**config.mk**
```make
export PLATFORM = sky130hd
export DESIGN_NAME = ca_core
export DESIGN_NICKNAME = d
export VERILOG_FILES = /design/src/rtl/ca_pkg.sv /design/src/rtl/ca_cell.sv /design/src/rtl/ca_core.sv
export SDC_FILE = /design/constraint.sdc
export NUM_CORES = 1
export LEC_CHECK = 0
export ABC_AREA = 1
export CAP_MARGIN = 20
export CORE_MARGIN = 2
export CORE_UTILIZATION = 35
export CTS_CLUSTER_SIZE = 28
export DETAILED_ROUTE_END_ITERATION = 12
export HOLD_SLACK_MARGIN = 0.02
export PLACE_DENSITY_LB_ADDON = 0.05
export SLEW_MARGIN = 20
export SYNTH_ARGS = -nofsm -noshare
export SYNTH_HDL_FRONTEND = slang
export SYNTH_SLANG_ARGS = --single-unit
```
**constraint.sdc**
```tcl
create_clock -name clk -period 1.4 [get_ports clk]
set_input_delay 0.42 -clock clk [delete_from_list [all_inputs] [get_ports clk]]
set_output_delay 0.42 -clock clk [all_outputs]
set_load 0.005 [all_outputs]
```
**src/rtl/ca_pkg.sv**
```systemverilog
// Shared constants and word type for the rule-90/150 cellular automaton.
// Imported by the CA core and by the ECC/MAC blocks that instantiate it.
package ca_pkg;

  localparam int CA_WIDTH = 8;

  localparam logic [0:CA_WIDTH-1] CA_RULE_DEFAULT = 8'hAA;

  typedef logic [0:CA_WIDTH-1] ca_word_t;

  function automatic logic ca_next(
    input logic l,
    input logic c,
    input logic r,
    input logic rule
  );
    return l ^ (rule & c) ^ r;
  endfunction

endpackage

```
**src/rtl/ca_cell.sv**
```systemverilog
// One CA cell: next-state bit from left/self/right mixed bits.
// RULE_BIT = 1 selects rule 150, 0 selects rule 90.
module ca_cell
  import ca_pkg::*;
#(
  parameter logic RULE_BIT = 1'b0
) (
  input  logic left,
  input  logic self,
  input  logic right,
  output logic nxt
);

  assign nxt = ca_next(left, self, right, RULE_BIT);

endmodule

```
**src/rtl/ca_core.sv**
```systemverilog
// Hybrid rule-90/150 CA register: mixes `in` into the state and
// advances one generation per clock, with a null boundary.
module ca_core
  import ca_pkg::*;
#(
  parameter int                 WIDTH = CA_WIDTH,
  parameter logic [0:WIDTH-1]   RULE  = CA_RULE_DEFAULT
) (
  input  logic             clk,
  input  logic             reset,
  input  logic [0:WIDTH-1] in,
  output logic [0:WIDTH-1] out
);

  logic [0:WIDTH-1] s;
  logic [0:WIDTH-1] s_nxt;
  logic [0:WIDTH+1] vp;

  // Zero pads at both ends give the null boundary without wrap.
  assign vp = {1'b0, s ^ in, 1'b0};

  for (genvar i = 0; i < WIDTH; i++) begin : g_cell
    ca_cell #(
      .RULE_BIT (RULE[i])
    ) u_cell (
      .left  (vp[i]),
      .self  (vp[i+1]),
      .right (vp[i+2]),
      .nxt   (s_nxt[i])
    );
  end

  always_ff @(posedge clk) begin
    if (reset) begin
      s <= '0;
    end else begin
      s <= s_nxt;
    end
  end

  assign out = s;

  if (WIDTH < 2) begin : g_width_chk
    $error("ca_core: WIDTH must be at least 2");
  end

`ifndef SYNTHESIS
  a_reset_clears: assert property (
    @(posedge clk) reset |=> (out == '0)
  );
`endif

endmodule

```
==> impl_metrics.py, run 1 <==
metrics = {
    "status": {
        "outcome": "finished clean",
    },
    "synth": {
        "synth_xor_area_frac": 0.05630,
        "muxShareOfSynthArea": 0,
        "seq_area_frac_synth": 0.3432,
        "ys_top_cells_by_area": "dfxtp_1, nand2_1, inv_1, a21oi_1, o21ai_0",
        "synth_area_um2": 466.7,
        "ys_ff_latch": 8,
        "synth_fp_nets": 89,
        "yosysUniqueCellTypes": 10,
        "synth_simple_gate_area_frac": 0.3941,
        "synth_compound_area_frac": 0.1180,
        "synth_adder_area_share": 0,
        "synth_top_area_cell": "dfxtp_1",
        "syn_inst": 79,
        "synth_warnings": 0,
        "synth_top_area_frac": 0.3432,
        "syn_avg_cell_area_um2": 5.908,
        "synth_top_family_by_area": "simple AND/OR/NAND/NOR gates",
    },
    "detailed_routing": {
        "vias": 538,
        "drcViolationCount": 0,
        "routed_wl_um": 989,
        "drtPass1Iterations": 4,
        "wl_per_cell_um": 8.453,
        "antenna_left": 0,
        "drtIter0Drc": 10,
        "avgViaCountPerCell": 4.598,
    },
    "grt": {
        "grt_pass1_wl_um": 1469,
        "grt_max_degree": 8,
        "grt_use_total": 0.1446,
        "overflow": 0,
        "antenna_found_initial": 0,
        "grt_pass1_vias": 398,
    },
    "worst_setup_path": {
        "critPathMaxFanout": 4,
        "critical_path_required_ns": 0.98,
        "endpoint_kind": "primary output",
        "crit_chain": "dlygate4sd2_1",
        "criticalPathCategory": "reg -> out",
        "cp_data_arrival_time_ns": 0.84,
        "critPathSlowestCell": "dfxtp_2",
        "critPathMaxStageDelay_ns": 0.33,
        "critPathTopFamily": "flip-flops",
        "crit_path_start_kind": "flop",
        "cp.buffers_inverters": 1,
    },
    "timing": {
        "maxSlewHeadroom": 0.8093,
        "clock-skew-final_ns": 0.002908,
        "min_period_ns": 1.259,
        "worst_pin_slew_ns": 0.2841,
        "timing.hold.ws_ns": 0.5673,
        "hold_violations": 0,
        "post-route-period-util": 0.8993,
        "rsz0062_at_grt": "no",
        "fmax_mhz": 794.3,
        "finalSetupViolCount": 0,
        "maxSlewViolCount": 0,
    },
    "power": {
        "p_comb_frac": 0.392,
        "seqPwrFrac": 0.386,
        "switching_share": 0.3391,
        "clkPwrFrac": 0.222,
        "power_uw": 816.4,
        "p_leak_uw": 0.0003798,
        "vdd_drop_max_mv": 0.5647,
        "p_switching_uw": 276.8,
        "p_int_uw": 539.6,
        "power_density_nw_per_um2": 1169,
    },
    "clocking": {
        "cts_max_level": 1,
        "cts_sinks": 8,
        "cts_made_buffers": 3,
        "ctsLongestPathBuffers": 2,
        "cts_tree": "built",
        "cts_root_buf": "clkbuf_4",
        "clk_pin_slew_worst_paths_ns": 0.06,
        "clock_latency_ns": 0.25,
        "cts_hold_buf": 0,
    },
    "finish": {
        "layout-drive-gt1-share": 0.1471,
        "antenna_cells": 0,
        "nets": 114,
        "largest_register_ffs": 8,
        "fillCellCount": 135,
        "multiInputGateArea_um2": 265.3,
        "syn_to_final_growth_pct": 49.60,
        "seq_area_um2": 167.7,
    },
    "floorplan": {
        "ios": 18,
        "core.rowCount": 13,
        "core_area_um2": 1269,
        "die_h_um": 40.52,
        "initial_core_util": 0.3679,
        "dieArea_um2": 1641,
        "die_w_um": 40.52,
    },
    "worst_hold_path": {
        "hp-class": "reg -> reg",
    },
    "run": {
        "cap_violations": 0,
    },
    "placement": {
        "io_buffers": 17,
        "dp_hpwl_um": 757,
        "place_congestion": 0.6440,
    },
}
timing repair:
item / 4_1_cts / 5_1_grt
setup buffers: 0 / 0
resized for setup: 14 / 0
setup endpoints to repair: 8 / 0
tightest hold or removal path, delay by kind of cell, from the launching register on:
family             cells  cell delay [ns]
and+or+nand+nor        2             0.14
AOI/OAI and AO/OA      1             0.05
DFF                    1             0.34
through the flow:
stage,std cells,setup WS (ns),setup TNS [ns],util,instance area [µm²]
6_report,117,0.1410,0,0.5503,698.2
2_1_floorplan,79,0.4360,0,-,466.7
5_1_grt,117,0.06668,0,0.5503,698.2
3_3_place_gp,114,-0.07234,-0.3385,0.5345,678.2
3_5_place_dp,114,-0.09047,-0.4419,0.5345,678.2
4_1_cts,117,0.1279,0,0.5503,698.2
cells in the final DEF (no fill, tap or decap):
master	n
nor2_1	4
nand3_1	3
dfxtp_1	2
buf_4	3
xor2_1	1
nand2_2	3
xnor2_1	2
nand2_1	36
a21oi_1	7
o21ai_0	4
dfxtp_2	6
dlygate4sd2_1	8
inv_1	11
clkdlybuf4s50_1	9
clkbuf_4	3
final cells by class:
cell class                      instances  share of cell area
Timing Repair Buffer                   20              0.2616
Inverter                               11             0.05914
Multi-Input combinational cell         60              0.3799
Sequential cell                         8              0.2401
Clock buffer                            3             0.03226
Tap cell                               15             0.02688
cells in the mapped netlist:
cell	count
nand2_2	3
a21oi_1	7
inv_1	11
xor2_1	1
xnor2_1	2
nand2_1	36
o21ai_0	4
nor2_1	4
nand3_1	3
dfxtp_1	8
worst paths after layout:
kind | end | cells after the start | slack [ns] | from
setup / recovery | out[2] | 1 | 0.14 | out[2]$_SDFF_PP0_
hold / removal | out[5]$_SDFF_PP0_ | 3 | 0.57 | out[4]$_SDFF_PP0_
setup reg to reg | out[2]$_SDFF_PP0_ | 6 | 0.48 | out[2]$_SDFF_PP0_
hold reg to reg | out[5]$_SDFF_PP0_ | 3 | 0.57 | out[4]$_SDFF_PP0_
power groups by stage:
stage | sequential, µW | combinational (µW) | clock, µW
after floorplan | 316 | 178 | 0
after global placement | 313 | 347 | 0
after detailed placement | 314 | 350 | 0
after CTS | 315 | 324 | 190
after global routing | 321 | 370 | 197
final | 316 | 320 | 181
cell families (layout without fill, tap and decap cells):
logic type	Yosys count	count (layout)
flip-flops	8	8
AND/OR/NAND/NOR	46	46
XOR/XNOR	3	3
AO/OA/AOI/OAI	11	11
buffers and inverters	11	34
routing by layer:
| metal | up-vias | wire (µm) | global-route usage |
|---|---|---|---|
| li1 | 292 | - | - |
| met1 | 232 | 411 | 0.1424 |
| met2 | 12 | 506 | 0.2381 |
| met3 | 2 | 56 | 0.05000 |
| met4 | 0 | 14 | 0.1250 |
| met5 | - | 0 | 0 |
Note: power is estimated with default switching activity, not from simulation.
==> run 2, diff against run 1 <==
- CELL_PAD_IN_SITES_DETAIL_PLACEMENT: not set -> 0
- CELL_PAD_IN_SITES_GLOBAL_PLACEMENT: not set -> 1
- CORE_UTILIZATION: 35 -> 28
==> run 2 against run 1 <==
Effect of this change:
- design area unchanged
- hold slack improved by 0.014 ns
- clock power about the same
- critical endpoint is now out[1]
==> impl_metrics.py, run 2 (synthesized netlist as in run 1, its figures left out) <==
metrics = {
    "floorplan": {
        "dieArea_um2": 2009,
        "core.rowCount": 14,
        "die_h_um": 44.83,
        "ios": 18,
        "initial_core_util": 0.3028,
        "core_area_um2": 1541,
        "die_w_um": 44.83,
    },
    "worst_setup_path": {
        "critical_path_required_ns": 0.98,
        "critPathMaxFanout": 4,
        "critPathTopFamily": "flip-flops",
        "worstReg2RegEnd": "out[4]$_SDFF_PP0_",
        "r2r_cells": 7,
        "critPathMaxStageDelay_ns": 0.33,
        "criticalPathCategory": "reg -> out",
        "cp.buffers_inverters": 1,
        "crit_chain": "dlygate4sd2_1",
        "critPathSlowestCell": "dfxtp_2",
        "crit_path_start_kind": "flop",
        "cp_data_arrival_time_ns": 0.84,
        "rrSetupSlack_ns": 0.40,
        "endpoint_kind": "primary output",
        "reg2reg_from": "out[4]$_SDFF_PP0_",
    },
    "finish": {
        "syn_to_final_growth_pct": 49.60,
        "stdcell_count": 118,
        "layout-drive-gt1-share": 0.1373,
        "nets": 114,
        "final_util": 0.4529,
        "mostFrequentLayoutCell": "nand2_1",
        "final_cell_mix": "nand2_1, inv_1, clkdlybuf4s50_1",
        "largest_register_ffs": 8,
        "antenna_cells": 0,
    },
    "power": {
        "p_leak_uw": 0.0003798,
        "power_density_nw_per_um2": 1169,
        "vdd_drop_max_mv": 0.5533,
    },
    "timing": {
        "maxSlewHeadroom": 0.7875,
        "maxSlewViolCount": 0,
        "min_period_ns": 1.261,
        "hold_violations": 0,
        "finalWorstSetupSlack_ns": 0.1394,
        "rsz0062_at_grt": "no",
        "finalSetupViolCount": 0,
        "timing.hold.ws_ns": 0.5816,
        "fmax_mhz": 793.3,
        "clock-skew-final_ns": 0.0006326,
        "post-route-period-util": 0.9004,
        "worst_pin_slew_ns": 0.3165,
    },
    "placement": {
        "place_congestion": 0.7053,
        "io_buffers": 17,
        "pre_cts_ws_ns": -0.08735,
        "dp_hpwl_um": 785.7,
        "dp_cells": 115,
    },
    "clocking": {
        "cts_repair_resize_count": 13,
        "cts_sinks": 8,
        "cts_made_buffers": 3,
        "clk_pin_slew_worst_paths_ns": 0.06,
        "post_cts_buffers": 0,
        "clock_latency_ns": 0.25,
        "cts_root_buf": "clkbuf_4",
        "cts_max_level": 1,
        "cts_tree": "built",
        "ctsLongestPathBuffers": 2,
        "cts_hold_buf": 0,
    },
    "run": {
        "cap_violations": 0,
    },
    "detailed_routing": {
        "avgViaCountPerCell": 4.229,
        "drtIter0Drc": 3,
        "antenna_left": 0,
        "drcViolationCount": 0,
        "vias": 499,
        "drtPass1Iterations": 3,
        "wl_per_cell_um": 8.424,
        "routed_wl_um": 994,
    },
    "grt": {
        "overflow": 0,
        "grt_pass1_wl_um": 1621,
        "grt_use_total": 0.1185,
        "grt_max_degree": 8,
        "grt_pass1_vias": 421,
        "antenna_found_initial": 0,
    },
    "worst_hold_path": {
        "holdPathEnd": "out[1]$_SDFF_PP0_",
        "holdPathStages": 3,
        "hp-class": "reg -> reg",
        "hp-start": "out[2]$_SDFF_PP0_",
    },
    "status": {
        "outcome": "finished clean",
    },
}
run 2: cell types whose count changed in the layout (fill, tap and decap cells not counted):
cell / delta
dfxtp_1: +1
dfxtp_2: -1
run 2: tightest hold or removal path, cell delays in order, from the launching register on:
cell	delay [ns]
dfxtp_2	0.34
nand2_1	0.05
nand2_1	0.09
a21oi_1	0.06
run 2: worst max-delay path by stage:
stage | from | end | slack, ns | cells after the start
after floorplan | in[3] | out[2]$_SDFF_PP0_ | 0.44 | 4
after global placement | in[1] | out[2]$_SDFF_PP0_ | -0.09 | 8
after detailed placement | in[6] | out[6]$_SDFF_PP0_ | -0.09 | 8
after CTS | out[1]$_SDFF_PP0_ | out[1] | 0.12 | 1
after global routing | out[3]$_SDFF_PP0_ | out[3] | 0.08 | 1
final | out[1]$_SDFF_PP0_ | out[1] | 0.14 | 1
run 2: power by group:
part	leakage [µW]	internal, µW	switching [µW]
registers	0.0000680	279	31.0
clock network	0.0000138	98.4	82.3
logic	0.000298	161	164
total	0.000380	539	277
run 2: final cells by class:
class | instances | area [µm²]
Fill cell | 163 | 843.3
Multi-Input combinational cell | 60 | 265.3
Timing Repair Buffer | 20 | 182.7
Sequential cell | 8 | 166.4
Inverter | 11 | 41.29
Clock buffer | 3 | 22.52
Tap cell | 16 | 20.02
run 2: stage by stage:
stage / power [µW] / setup TNS, ns / instance area, µm²
finish: 816.2 / 0 / 698.2
global route: 896.9 / 0 / 698.2
CTS: 832.5 / 0 / 698.2
detailed placement: 668.5 / -0.4568 / 679.4
global placement: 667.8 / -0.4257 / 679.4
floorplan: 494.0 / 0 / 466.7
run 2: routing by layer:
| metal | track usage | up-vias | share of wire |
|---|---|---|---|
| met5 | 0 | - | 0 |
| met4 | 0.07059 | 0 | 0.0091 |
| met3 | 0.06000 | 2 | 0.084 |
| met2 | 0.1681 | 13 | 0.40 |
| met1 | 0.1425 | 196 | 0.51 |
| li1 | - | 288 | - |
